**src/rtl/alu_pkg.sv**
```systemverilog
// Shared opcode map and controller state encoding for the sequential ALU.
package alu_pkg;

  localparam int OP_W = 4;

  localparam logic [OP_W-1:0] ALU_ADD  = 4'd0;
  localparam logic [OP_W-1:0] ALU_CMP  = 4'd1;
  localparam logic [OP_W-1:0] ALU_NAND = 4'd2;
  localparam logic [OP_W-1:0] ALU_SLT  = 4'd3;
  localparam logic [OP_W-1:0] ALU_SRL  = 4'd4;
  localparam logic [OP_W-1:0] ALU_SUB  = 4'd5;
  localparam logic [OP_W-1:0] ALU_SLL  = 4'd6;
  localparam logic [OP_W-1:0] ALU_MUL  = 4'd7;
  localparam logic [OP_W-1:0] ALU_PASS = 4'd8;

  typedef enum logic [1:0] {
    ST_IDLE = 2'd0,
    ST_MUL  = 2'd1,
    ST_HOLD = 2'd2
  } state_t;

endpackage

```
**src/rtl/alu_mul_step.sv**
```systemverilog
// One combinational shift-add step: adds the multiplicand into the high
// partial product when the current multiplier bit is set.
module alu_mul_step #(
  parameter int WIDTH = 8
) (
  input  logic [WIDTH-1:0] partial,
  input  logic [WIDTH-1:0] mcand,
  input  logic             mbit,
  output logic [WIDTH-1:0] sum,
  output logic             carry
);

  assign {carry, sum} = {1'b0, partial} + (mbit ? {1'b0, mcand} : {(WIDTH+1){1'b0}});

endmodule

```
**src/rtl/seq_alu.sv**
```systemverilog
// Registered ALU with valid/ready handshake; single-cycle ops complete on
// acceptance, MUL runs WIDTH shift-add steps before presenting its result.
module seq_alu
  import alu_pkg::*;
#(
  parameter int WIDTH = 8
) (
  input  logic             clk,
  input  logic             rst_n,
  input  logic             in_valid,
  output logic             in_ready,
  input  logic [OP_W-1:0]  op,
  input  logic [WIDTH-1:0] a,
  input  logic [WIDTH-1:0] b,
  input  logic [WIDTH-1:0] imm,
  output logic             out_valid,
  input  logic             out_ready,
  output logic [WIDTH-1:0] result,
  output logic             flag_z,
  output logic             flag_n,
  output logic             flag_c,
  output logic             flag_v,
  output logic             op_err
);

  localparam int CNT_W = (WIDTH > 1) ? $clog2(WIDTH) : 1;
  localparam logic [WIDTH:0] SHIFT_LIM = (WIDTH+1)'(WIDTH);
  localparam logic [CNT_W-1:0] LAST_STEP = CNT_W'(WIDTH - 1);

  state_t           state_reg;
  logic [CNT_W-1:0] cnt_reg;
  logic [WIDTH-1:0] mcand_reg;
  logic [WIDTH-1:0] hi_reg;
  logic [WIDTH-1:0] lo_reg;
  logic [WIDTH-1:0] result_reg;
  logic             flag_z_reg, flag_n_reg, flag_c_reg, flag_v_reg;
  logic             op_err_reg, out_valid_reg;

  // Single-cycle datapath
  logic [WIDTH:0]   add_full, sub_full;
  logic             shift_oob;
  logic [WIDTH-1:0] alu_res;
  logic             alu_c, alu_v, alu_err;

  assign add_full  = {1'b0, a} + {1'b0, b};
  assign sub_full  = {1'b0, a} - {1'b0, b};
  assign shift_oob = ({1'b0, b} >= SHIFT_LIM);

  always_comb begin
    alu_res = '0;
    alu_c   = 1'b0;
    alu_v   = 1'b0;
    alu_err = 1'b0;
    case (op)
      ALU_ADD: begin
        alu_res = add_full[WIDTH-1:0];
        alu_c   = add_full[WIDTH];
        alu_v   = (a[WIDTH-1] == b[WIDTH-1]) && (add_full[WIDTH-1] != a[WIDTH-1]);
      end
      ALU_CMP, ALU_SUB: begin
        alu_res = sub_full[WIDTH-1:0];
        alu_c   = sub_full[WIDTH];
        alu_v   = (a[WIDTH-1] != b[WIDTH-1]) && (sub_full[WIDTH-1] != a[WIDTH-1]);
      end
      ALU_NAND: alu_res = ~(a & b);
      ALU_SLT:  alu_res = ($signed(a) < $signed(b)) ? WIDTH'(1) : '0;
      ALU_SRL:  alu_res = shift_oob ? '0 : (a >> b);
      ALU_SLL:  alu_res = shift_oob ? '0 : (a << b);
      ALU_PASS: alu_res = imm;
      ALU_MUL:  alu_res = '0;
      default:  alu_err = 1'b1;
    endcase
  end

  // Multiply step: {hi, lo} shifts right as the multiplier bits in lo are consumed
  logic [WIDTH-1:0] step_sum;
  logic             step_carry;
  logic [WIDTH-1:0] hi_next, lo_next;

  alu_mul_step #(.WIDTH(WIDTH)) u_step (
    .partial (hi_reg),
    .mcand   (mcand_reg),
    .mbit    (lo_reg[0]),
    .sum     (step_sum),
    .carry   (step_carry)
  );

  assign hi_next = {step_carry, step_sum[WIDTH-1:1]};
  assign lo_next = {step_sum[0], lo_reg[WIDTH-1:1]};

  always_ff @(posedge clk or negedge rst_n) begin
    if (!rst_n) begin
      state_reg     <= ST_IDLE;
      cnt_reg       <= '0;
      mcand_reg     <= '0;
      hi_reg        <= '0;
      lo_reg        <= '0;
      result_reg    <= '0;
      flag_z_reg    <= 1'b0;
      flag_n_reg    <= 1'b0;
      flag_c_reg    <= 1'b0;
      flag_v_reg    <= 1'b0;
      op_err_reg    <= 1'b0;
      out_valid_reg <= 1'b0;
    end else begin
      case (state_reg)
        ST_IDLE: begin
          if (in_valid) begin
            if (op == ALU_MUL) begin
              mcand_reg <= a;
              lo_reg    <= b;
              hi_reg    <= '0;
              cnt_reg   <= '0;
              state_reg <= ST_MUL;
            end else begin
              result_reg    <= alu_res;
              flag_z_reg    <= (alu_res == '0);
              flag_n_reg    <= alu_res[WIDTH-1];
              flag_c_reg    <= alu_c;
              flag_v_reg    <= alu_v;
              op_err_reg    <= alu_err;
              out_valid_reg <= 1'b1;
              state_reg     <= ST_HOLD;
            end
          end
        end
        ST_MUL: begin
          hi_reg  <= hi_next;
          lo_reg  <= lo_next;
          cnt_reg <= cnt_reg + 1'b1;
          if (cnt_reg == LAST_STEP) begin
            result_reg    <= lo_next;
            flag_z_reg    <= (lo_next == '0);
            flag_n_reg    <= lo_next[WIDTH-1];
            flag_c_reg    <= 1'b0;
            flag_v_reg    <= (hi_next != '0);
            op_err_reg    <= 1'b0;
            out_valid_reg <= 1'b1;
            state_reg     <= ST_HOLD;
          end
        end
        ST_HOLD: begin
          if (out_ready) begin
            out_valid_reg <= 1'b0;
            state_reg     <= ST_IDLE;
          end
        end
        default: state_reg <= ST_IDLE;
      endcase
    end
  end

  assign in_ready  = (state_reg == ST_IDLE);
  assign out_valid = out_valid_reg;
  assign result    = result_reg;
  assign flag_z    = flag_z_reg;
  assign flag_n    = flag_n_reg;
  assign flag_c    = flag_c_reg;
  assign flag_v    = flag_v_reg;
  assign op_err    = op_err_reg;

endmodule

```
**config.mk**
```make
export PLATFORM = sky130hd
export DESIGN_NAME = seq_alu
export DESIGN_NICKNAME = d
export VERILOG_FILES = /design/src/rtl/alu_pkg.sv /design/src/rtl/alu_mul_step.sv /design/src/rtl/seq_alu.sv
export SDC_FILE = /design/constraint.sdc
export NUM_CORES = 1
export LEC_CHECK = 0
export ABC_AREA = 0
export CAP_MARGIN = 20
export CORE_MARGIN = 1
export CORE_UTILIZATION = 60
export DETAILED_ROUTE_END_ITERATION = 8
export PLACE_DENSITY = 0.87
export SETUP_SLACK_MARGIN = 0.5
export SYNTH_ARGS = -nofsm -noshare
export SYNTH_HDL_FRONTEND = slang
export SYNTH_SLANG_ARGS = --single-unit
```
**constraint.sdc**
```tcl
create_clock -name clk -period 7.5 [get_ports clk]
set_clock_uncertainty 0.15 [all_clocks]
set_input_delay 0.75 -clock clk [delete_from_list [all_inputs] [get_ports clk]]
set_output_delay 0.75 -clock clk [all_outputs]
set_load 0.02 [all_outputs]
```
==> impl_results.md <==
- Initial antenna violation count: 0
- Fin crit period: 4.21 ns
- IO buf count: 46
- Die area: 6530 µm²
- CTS tree: built
- Yosys Warn Count: 0
- Worst setup EP type: flip-flop
- Maximum clock path buffer count: 2
- Pwr Density: 209 nW/µm²
- Chip width: 80.8 µm
- Post-CTS setup repair buffer count: 0
- CTS Hold Bufs: 0
- RSZ-0062 raised after global routing: no
- EDFF count, synth: 0
- Dpl cell area: 4180 µm²
- Tot Pwr: 0.893 mW
- DP Wirelength: 8120 µm
- Most common cell in the netlist: nand2_1
- Final WL: 10800 µm
- F_max: 237 MHz
- Routed len/inst: 19.8 µm
- Run status: completed
- GR Util All Layers: 34.5%
- Setup CP Type: in -> reg
- Area growth, synth to finish: 14.5%
- I/O pin count: 47
- Core Rows: 28
- Antenna Cells: 0
- First-pass GRT wire length: 17000 µm
- Remaining antenna violation count after routing: 0
- Placed insts: 538
- Seq cells post-synth: 42
- DRC viols: 0
- Startpoint Class: input port
- Number of distinct library cells after synthesis: 63
- Net count after synthesis: 500
- Final critical-path share of the clock period: 56.2%
- Least-Margin Pin Slew: 1.02 ns
- Maximum vdd drop: 160 µV
- # setup viols final: 0
- Vias/cell: 6.81
- Design area: 4270 µm²
- Die Ht: 80.8 µm
- Post-Syn Area: 3730 µm²
- Critical Path AT: 4.24 ns
- Setup TNS: 0 ns
- Post-cts sizing count: 0
- Initial Util: 62.6%
- Yosys top cell area share: 28.2%
- Util after Layout: 71.6%
- Mean post-synth cell area: 8.49 µm²
- Synth Flop Type: dfrtp_1
- Hold Path Class: reg -> reg
- Fin cells: 546
- CTS root buf: clkbuf_8
- Area leader, netlist: dfrtp_1
- Seq/Total Area, Yosys: 28.2%
- Largest net degree at the start of global routing: 43
- FF-to-FF setup slack: 4.24 ns
- GP Congestion: 1.04
- Cells after Synth: 439
- Reg clk slew, reported paths: 0.08 ns
- Worst EP required: 7.53 ns
- Slew Viols, Final: 0
- CTS Sinks: 42
- Ys async rst share: 100%
- Max Cap Viol: 0
- Critical Path Fanout Max: 22
- Core area: 5960 µm²
- Num CTS Buffers: 5
- Leak Pwr: 1.82 nW
- Clk_lat worst skew: 0.30 ns
- Drt pass-1 iters: 5
- Share of layout cells above drive strength 1: 7.01%
- Vias in the first global route: 3490
- Net count, final: 531
- Top cells by count, synth: nand2_1 (47), dfrtp_1 (42), nor2_1 (36)
- H-tree lvl count: 2
- Iteration-0 DRC Markers: 420
- Worst slew margin: 30.9%
- DR vias: 3718
- Final hold viol count: 0
- Synth area leaders: dfrtp_1 (28%), ha_1 (8.7%), nand2_1 (4.7%), o21ai_0 (4.7%), a21oi_1 (3.8%)
- Grt total ovfl: 0
per-layer routing:
metal | part of all wire, % | track usage [%] | wire [µm] | vias up
li1 | - | - | - | 1707
met1 | 40 | 43.4 | 4370 | 1773
met2 | 47 | 56.0 | 5120 | 198
met3 | 7.1 | 5.39 | 772 | 40
met4 | 5.0 | 20.0 | 537 | 0
met5 | 0 | 0 | 0 | -
final timing paths:
path	start	endpoint	depth (start not counted)
min in group asynchronous	rst_n	hi_reg[4]$_DFFE_PN0P_	1
worst max-delay path	b[0]	result[6]$_DFFE_PN0P_	10
worst max register to register	lo_reg[0]$_DFFE_PN0P_	flag_v$_DFFE_PN0P_	10
worst min register to register	flag_v$_DFFE_PN0P_	flag_v$_DFFE_PN0P_	2
worst min-delay path	flag_v$_DFFE_PN0P_	flag_v$_DFFE_PN0P_	2
max in group asynchronous	rst_n	mcand_reg[3]$_DFFE_PN0P_	1
layout by cell type (no fill, tap or decap), types with 5 or more instances in the layout:
cell and count:
a211oi_1 9, and2_1 9, mux4_2 5, a22o_1 9
nand2b_1 6, nor2_1 36, mux2i_1 12, ha_1 26
nor3_1 14, nand2_1 47, a21oi_1 28, clkdlybuf4s50_1 45
inv_1 16, dfrtp_1 42, nor2b_1 8, o21ai_0 35
a221oi_1 7, a31oi_1 9, clkbuf_8 6, nor4_1 8
mux2_2 11
stage by stage:
step / hold slack, ns / worst slack [ns]
final: 0.332 / 3.29
after detailed placement: 0.315 / 3.01
after global placement: 0.305 / 3.19
after floorplan: 0.292 / 4.51
after global routing: 0.356 / 3.00
after CTS: 0.332 / 3.30
cell families after synthesis:
logic type	Yosys count	synth area share, %
xor+xnor	4	0.940
mux	28	9.57
fa+ha+maj	29	10.3
compound gates	138	24.7
simple gates	158	21.5
flops	42	28.2
buf+inv	40	4.70
critical path, stage by stage:
cell,delay (ns)
clkdlybuf4s50_1,0.90
ha_1,0.51
fa_1,0.43
nor3b_1,0.16
nor3_1,0.30
o31a_1,0.23
o221ai_1,0.14
a221oi_1,0.37
o21ai_0,0.15
mux2_2,0.29
power breakdown:
part           total, mW  switching [mW]  internal [mW]
clock network      0.150          0.0755         0.0742
registers          0.352          0.0564          0.295
logic              0.391           0.210          0.181
final cells by class:
type | instances | area [µm²]
clock buffer | 7 | 86.3
clock inverter | 1 | 5.00
fill | 501 | 1690
inverter | 16 | 60.1
multi-input combinational | 357 | 2500
sequential | 42 | 1050
tap | 75 | 93.8
timing repair buffer | 48 | 470
Note: power is estimated with default switching activity, not from simulation.
